File: config.mk
export PLATFORM = sky130hd
export DESIGN_NAME = cache_refill_ctrl
export DESIGN_NICKNAME = d
export VERILOG_FILES = /design/src/rtl/cache_refill_ctrl.sv
export SDC_FILE = /design/constraint.sdc
export NUM_CORES = 1
export LEC_CHECK = 0
export BUFFER_PORTS_ARGS = -buffer_cell sky130_fd_sc_hd__buf_4
export CAP_MARGIN = 5
export CORE_AREA = 2 2 77 79
export DETAILED_ROUTE_END_ITERATION = 8
export DIE_AREA = 0 0 79 81
export PLACE_DENSITY_LB_ADDON = 0.15
export SYNTH_ARGS = -nofsm -noshare
export SYNTH_HDL_FRONTEND = slang
export SYNTH_SLANG_ARGS = --single-unit
File: constraint.sdc
create_clock -name clk -period 2.62 [get_ports clk]
set_input_delay 0.131 -clock clk [delete_from_list [all_inputs] [get_ports clk]]
set_output_delay 0.131 -clock clk [all_outputs]
set_load 0.02 [all_outputs]
File: src/rtl/cache_refill_ctrl.sv
// cache_refill_ctrl: miss-handling sequencer for a set-associative cache.
// Picks a victim way, writes it back if dirty, fetches and fills the refill
// line, then updates the FIFO replacement state and pulses done.
// Optional build macro REFILL_PERF_CNT_EN adds miss / writeback counters.
module cache_refill_ctrl #(
  parameter int SET_ASSOC  = 4,
  parameter int LINE_WORDS = 8
) (
  input  logic                          clk,
  input  logic                          rst_n,
  input  logic                          miss_valid,
  output logic                          miss_ready,
  input  logic [31:0]                   miss_addr,
  input  logic [SET_ASSOC-1:0]          way_valid,
  input  logic [SET_ASSOC-1:0]          way_dirty,
  input  logic [$clog2(SET_ASSOC)-1:0]  repl_index,
  output logic [SET_ASSOC-1:0]          repl_access,
  output logic                          repl_update,
  output logic                          wb_valid,
  input  logic                          wb_ready,
  output logic [$clog2(SET_ASSOC)-1:0]  wb_way,
  output logic [$clog2(LINE_WORDS)-1:0] wb_word,
  output logic                          wb_last,
  output logic                          rd_req,
  input  logic                          rd_req_ready,
  output logic [31:0]                   rd_addr,
  input  logic                          rd_valid,
  input  logic                          rd_last,
  output logic                          fill_we,
  output logic [$clog2(SET_ASSOC)-1:0]  fill_way,
  output logic [$clog2(LINE_WORDS)-1:0] fill_word,
  output logic                          done
`ifdef REFILL_PERF_CNT_EN
  ,
  output logic [31:0]                   perf_miss_cnt,
  output logic [31:0]                   perf_wb_cnt
`endif
);

  localparam int WAY_W  = $clog2(SET_ASSOC);
  localparam int WORD_W = $clog2(LINE_WORDS);
  localparam int OFF_W  = WORD_W + 2;
  localparam logic [WORD_W-1:0] LAST_WORD = WORD_W'(LINE_WORDS - 1);

  typedef enum logic [2:0] {
    S_IDLE, S_VICTIM, S_WB, S_RD_REQ, S_RD_DATA, S_COMMIT
  } state_t;

  state_t               state_q;
  logic [WORD_W-1:0]    cnt_q;
  logic [WAY_W-1:0]     victim_q;
  logic [31-OFF_W:0]    line_q;     // line-address bits of the missing address

  logic [WAY_W-1:0]     victim_d;
  logic                 victim_dirty;

  // Byte/word offset bits never leave the controller: refills are line aligned.
  logic unused_addr_bits;
  assign unused_addr_bits = ^miss_addr[OFF_W-1:0];

  // Lowest invalid way wins; a fully valid set defers to the replacement unit.
  function automatic logic [WAY_W-1:0] pick_victim(input logic [SET_ASSOC-1:0] vld,
                                                   input logic [WAY_W-1:0]     ridx);
    logic [WAY_W-1:0] v;
    logic             found;
    v     = ridx;
    found = 1'b0;
    for (int i = 0; i < SET_ASSOC; i++) begin
      if (!found && !vld[i]) begin
        v     = WAY_W'(i);
        found = 1'b1;
      end
    end
    return v;
  endfunction

  assign victim_d     = pick_victim(way_valid, repl_index);
  assign victim_dirty = way_valid[victim_d] & way_dirty[victim_d];

  // Miss sequencer: state, word counter, victim and latched line address.
  always_ff @(posedge clk) begin
    if (!rst_n) begin
      state_q  <= S_IDLE;
      cnt_q    <= '0;
      victim_q <= '0;
      line_q   <= '0;
    end else begin
      case (state_q)
        S_IDLE: begin
          if (miss_valid) begin
            line_q  <= miss_addr[31:OFF_W];
            cnt_q   <= '0;
            state_q <= S_VICTIM;
          end
        end
        S_VICTIM: begin
          victim_q <= victim_d;
          state_q  <= victim_dirty ? S_WB : S_RD_REQ;
        end
        S_WB: begin
          if (wb_ready) begin
            if (cnt_q == LAST_WORD) begin
              cnt_q   <= '0;
              state_q <= S_RD_REQ;
            end else begin
              cnt_q <= cnt_q + WORD_W'(1);
            end
          end
        end
        S_RD_REQ: begin
          if (rd_req_ready) state_q <= S_RD_DATA;
        end
        S_RD_DATA: begin
          // rd_last alone ends the burst; the counter simply wraps on long bursts.
          if (rd_valid) begin
            cnt_q <= cnt_q + WORD_W'(1);
            if (rd_last) state_q <= S_COMMIT;
          end
        end
        S_COMMIT: state_q <= S_IDLE;
        default:  state_q <= S_IDLE;
      endcase
    end
  end

  // Output decode from the registered state; only fill_we follows rd_valid directly.
  always_comb begin
    miss_ready  = (state_q == S_IDLE);
    wb_valid    = (state_q == S_WB);
    wb_way      = wb_valid ? victim_q : '0;
    wb_word     = wb_valid ? cnt_q : '0;
    wb_last     = wb_valid && (cnt_q == LAST_WORD);
    rd_req      = (state_q == S_RD_REQ);
    rd_addr     = rd_req ? {line_q, {OFF_W{1'b0}}} : '0;
    fill_we     = (state_q == S_RD_DATA) && rd_valid;
    fill_way    = (state_q == S_RD_DATA) ? victim_q : '0;
    fill_word   = (state_q == S_RD_DATA) ? cnt_q : '0;
    done        = (state_q == S_COMMIT);
    repl_update = done;
    repl_access = done ? ({{(SET_ASSOC-1){1'b0}}, 1'b1} << victim_q) : '0;
  end

`ifdef REFILL_PERF_CNT_EN
  logic [31:0] perf_miss_cnt_q;
  logic [31:0] perf_wb_cnt_q;

  // Free-running event counters: accepted misses and dirty-victim writebacks.
  always_ff @(posedge clk) begin
    if (!rst_n) begin
      perf_miss_cnt_q <= '0;
      perf_wb_cnt_q   <= '0;
    end else begin
      if (state_q == S_IDLE && miss_valid)  perf_miss_cnt_q <= perf_miss_cnt_q + 32'd1;
      if (state_q == S_VICTIM && victim_dirty) perf_wb_cnt_q <= perf_wb_cnt_q + 32'd1;
    end
  end

  assign perf_miss_cnt = perf_miss_cnt_q;
  assign perf_wb_cnt   = perf_wb_cnt_q;
`endif

endmodule
==> run metrics, run 1 <==
Die Area=6400 µm²; GPL Wtd Cong=0.694; fin crit period=1.93 ns; Setup Crit Path Kind=flop to primary output; Slowest-stage cell, CP=dfxtp_1; dominant synthesized flop cell=dfxtp_1; largest net degree at the start of global routing=36; WL/cell=11.4 µm; max cap viols=0; synthesized instance count=238; Startpoint Class=flop; Initial Utilization=0.336; maximum vdd drop=239 µV; status=complete, no violations; Post-Layout Cell Count=399; Ports=102; DR DRC count=0; drt via density=4.51; worst rel slew slack=0.605; switch share=0.275; DIE WIDTH=79 µm; ratio of cells with drive above 1 in the final layout=0.330; global-route wire length before repair=7470 µm; final net count=374; Worst R2R Setup Slack=0.82 ns; Avg Inst Size Synth=8.00 µm²; clock latency on the worst-skew pair=0.27 ns; Worst setup EP type=primary output; Worst Hold Class=input pin to flop; Syn. warnings=0; WHS=0.0634 ns; setup bufs post-CTS=0; Detail Placement HPWL=3250 µm; FMAX=519 MHz; number of synthesized flops with an enable pin=0; number of routed nets with antenna violations=0; Seq/Total Area, Yosys=0.368; Sink Count=35; First-pass DRT Iterations=4; Post-Route WL=4540 µm; Pwr Density=479 nW/µm²; clock buffer depth=2; via count=1801; Mapped Area=1900 µm²; Async S/R FF share, synth=0; Core Rows=28; final worst-path cycle share=0.735; Worst-path clk slew=0.07 ns; max incr delay on CP=0.70 ns; CP Data Arrival Time=1.79 ns; Clock power frac=0.326; Total GRT Usage=0.145; Synth cell types=41; Worst Skew=0.00339 ns; placed insts=391; Die H=81 µm; crit-path max FO=28; Overflow after GRT=0; sequential share of power=0.472; most frequent CP cell=buf_4; antenna cells=0; core outline area=5680 µm²; final setup violation count=0; setup TNS=0 ns; reg2reg path depth=4; Worst-Margin Slew=0.590 ns; WHS Path Cells=2; initial DRC count=35; IO buf count=91; H-tree levels=2; area grow syn2layout=42.1%; Combinational Power Share=0.202; P_sw=356 µW; Int Power=940 µW; P_leak=0.00125 µW; clk root buf=clkbuf_8; CTS tree=built; CP Data Required Time=2.49 ns; synthesized flop and latch total=35; Post-CTS Resized=0; RSZ-0062 raised after global routing=false; vias in the first global route=1577; max-slew violation count=0; Hold Buf Count CTS=0; Num CTS Buffers=5; Critical Path, Cell by Cell=and3_1 > buf_4 > and2_1 > buf_4; Final Hold Vio Count=0; initial antenna violation count=0
[power by group through the flow]
stage                     logic [µW]  clock network [µW]  registers [µW]
after floorplan                  187                   0             603
after global placement           266                   0             623
after detailed placement         268                   0             624
after CTS                        269                 442             612
after global routing             298                 468             620
final                            262                 422             611
[critical path, delay by kind of cell, from the launching register on]
family	cells	cell delay [ns]
AND/OR/NAND/NOR	2	0.42
flip-flops	1	0.70
buffers and inverters	2	0.39
[registers in the layout, indices dropped and copies added, names as in the netlist]
signal,cells
line_q,27
state_q,3
victim_q,2
cnt_q,3
[Yosys cell counts (2+ instances only)]
cell      number  area [µm²]
nand3b_1       2        15.0
ha_1           2        25.0
nand4_1        2        12.5
and2_1        41         257
a31oi_1        3        18.8
buf_2          3        15.0
inv_1          4        15.0
nand2b_1       2        12.5
nand2_1       59         221
buf_4          8        60.1
dfxtp_1       35         701
a21boi_0       8        60.1
o21ai_0        3        15.0
nand3_1        3        15.0
o21a_1         3        22.5
and3_1         4        25.0
nor3_1         2        10.0
a21boi_1      22         165
nor3b_2        2        25.0
clkbuf_1       9        33.8
[final timing paths]
kind | from | to
setup / recovery | state_q[0] | rd_addr[27]
hold / removal | rd_req_ready | state_q[1]
setup reg to reg | state_q[2] | cnt_q[0]
hold reg to reg | line_q[21] | line_q[21]
[through the flow]
step / utilization / setup WS [ns] / instance area, µm² / total power (µW)
global placement: 0.459 / 0.857 / 2610 / 889
floorplan: - / 0.784 / 1920 / 789
global route: 0.477 / 0.533 / 2710 / 1390
finish: 0.477 / 0.695 / 2710 / 1300
CTS: 0.477 / 0.667 / 2710 / 1320
detailed placement: 0.459 / 0.833 / 2610 / 892
[layer usage]
metal  wire, µm  GRT usage
met4          0     0.0207
met3        363     0.0344
met5          0          0
met2       2110      0.258
met1       2070      0.182
[kinds of logic after synthesis]
group	share of synthesized area
multiplexers	0.0112
flip-flops	0.368
adder cells (fa/ha/maj)	0.0131
AND/OR/NAND/NOR	0.352
AO/OA/AOI/OAI	0.183
buffers and inverters	0.0710
other	0.00197
[placed cells by master (no fill, tap or decap), types with 2 or more instances in the layout]
cell,count
buf_4,95
nand2_1,59
and2_1,41
dfxtp_1,35
a21boi_1,22
a21boi_0,8
clkbuf_8,7
conb_1,5
inv_1,4
and3_1,4
nand3_1,3
o21ai_0,3
a31oi_1,3
o21a_1,3
nor3_1,2
nor3b_2,2
nand3b_1,2
nand2b_1,2
nand4_1,2
ha_1,2
[area by class of cell]
class / instances / area (µm²)
sequential: 35 / 701
timing repair buffer: 95 / 713
tap: 75 / 93.8
clock buffer: 8 / 100
multi-input combinational: 182 / 1080
fill: 609 / 2970
inverter: 4 / 15.0
Note: power is estimated with default switching activity, not from simulation.
==> run 2, diff against run 1 <==
Clock period 2.62 ns to 1.9 ns, I/O delays scaled along.
==> run metrics, run 2 (synthesized netlist as in run 1, its figures left out) <==
status=complete, no violations; H-tree levels=2 (unchanged); IO buf count=91 (unchanged); via count=1826 (+1.4%); Worst Skew=0.00272 ns (-0.000676 ns); First-pass DRT Iterations=4 (unchanged); routed length on met1=2050 µm (-0.77%); final worst-path cycle share=0.863; max-slew violation count=0 (unchanged); clock buffer depth=2 (unchanged); CTS tree=built; Initial Utilization=0.336 (unchanged); CP Data Required Time=1.80 ns (-0.69 ns); DIE WIDTH=79 µm (unchanged); Worst-path clk slew=0.07 ns (about the same); core outline area=5680 µm² (unchanged); filler instances=612 (+0.49%); FMAX=610 MHz; placed cell areas=2660 µm² (+1.9%); maximum vdd drop=300 µV (+25%); GPL Wtd Cong=0.733 (+5.7%); area grow syn2layout=45.8%; Final Core Density=0.489 (+0.0123); ratio of cells with drive above 1 in the final layout=0.350 (+0.0193); max incr delay on CP=0.45 ns (-0.25 ns); most frequent cells in the layout=buf_4 (99), nand2_1 (59), and2_1 (41); Startpoint Class=flop; Die H=81 µm (unchanged); Detail Placement HPWL=3320 µm (+2.2%); global-route wire length before repair=7760 µm (+3.9%); number of routed nets with antenna violations=0 (unchanged); max cap viols=0 (unchanged); WL/cell=11.4 µm (-0.22%); Die Area=6400 µm² (unchanged); Worst setup EP type=primary output; final setup violation count=0 (unchanged); Total Power=1920 µW (+48%); Worst Hold Class=input pin to flop; final net count=379 (+1.3%); Largest Register=line_q; Sink Count=35 (unchanged); setup TNS=0 ns (unchanged); Num CTS Buffers=5 (unchanged); WHS=0.0197 ns (-0.0437 ns); RSZ-0062 raised after global routing=false; uppermost layer routed=met4; Final Hold Vio Count=0 (unchanged); DR WL met2=2140 µm (+1.6%); Core Rows=28 (unchanged); largest net degree at the start of global routing=36 (unchanged); Post-Route WL=4590 µm (+1.0%); fin crit period=1.64 ns; CP Data Arrival Time=1.54 ns (-0.25 ns); initial antenna violation count=0 (unchanged); Pwr Density=691 nW/µm² (+44%); CP bufs+invs=2 (unchanged); Critical Path, Cell by Cell=nor3b_2 > buf_4 > and2_1 > buf_4; most frequent CP cell=buf_4; drt via density=4.52 (+0.13%); max reg flops=27 (unchanged); P_leak=0.00129 µW (+3.1%); Total GRT Usage=0.149 (+0.00430); delay-heaviest family, CP=simple AND/OR/NAND/NOR gates; post-route cell area=2780 µm² (+2.6%); initial DRC count=31 (-11%); clk root buf=clkbuf_8; Overflow after GRT=0 (unchanged); vias in the first global route=1717 (+8.9%); Slowest-stage cell, CP=dfxtp_2; Top Registers=line_q (27), cnt_q (3), state_q (3); antenna cells=0 (unchanged); DR DRC count=0 (unchanged); Ports=102 (unchanged); crit-path max FO=10 (-64%); Setup Crit Path Kind=flop to primary output; commonest non-fill, non-tap cell in the layout=buf_4; clock latency on the worst-skew pair=0.28 ns (about the same); routed wl met3=365 µm (+0.55%)
[run 2: cell count changes in the layout (fill, tap and decap cells not counted)]
cell and change:
buf_4 +4, dfxtp_1 -2, dfxtp_2 +2, buf_12 +1
bufinv_16 +1, clkbuf_1 -1, clkbuf_8 -1, clkinv_2 +1
[run 2: final timing paths]
check | start | endpoint | cells after the start | slack (ns)
worst max-delay path | state_q[2] | fill_way[1] | 4 | 0.26
worst min-delay path | rd_req_ready | state_q[1] | 2 | 0.02
worst max register to register | state_q[1] | cnt_q[1] | 4 | 0.35
worst min register to register | line_q[19] | line_q[19] | 2 | 0.45
[run 2: per-layer routing]
layer  global-route usage  vias up
met3               0.0433        4
met5                    0        -
met1                0.184      805
li1                     -      955
met4               0.0379        0
met2                0.255       62
[run 2: metrics by stage]
stage	setup slack, ns	instances
floorplan	0.0639	242
global placement	0.280	396
detailed placement	0.263	396
CTS	0.0388	404
global route	0.118	404
finish	0.260	404
[run 2: timing repair]
action	CTS	global route
setup endpoints to repair	0	32
gates resized for setup	0	2
hold buffers	0	0
buffers inserted	0	0
[run 2: final cells by class]
| type | instances | area (µm²) | area share |
|---|---|---|---|
| tap | 75 | 93.8 | 0.0338 |
| clock buffer | 6 | 82.6 | 0.0297 |
| inverter | 4 | 15.0 | 0.00541 |
| timing repair buffer | 100 | 763 | 0.275 |
| clock inverter | 2 | 35.0 | 0.0126 |
| sequential | 35 | 703 | 0.253 |
| multi-input combinational | 182 | 1080 | 0.390 |
[run 2: power by group]
part / internal (µW) / switching, µW
Sequential: 794 / 44.7
Clock: 425 / 271
Combinational: 189 / 195
Total: 1410 / 511
[run 2: worst register-to-register path, stage by stage, from the launching register on]
cell and delay (ns):
dfxtp_1 0.44, mux2_2 0.36, a21oi_1 0.37, nor4b_1 0.10, o21a_1 0.17
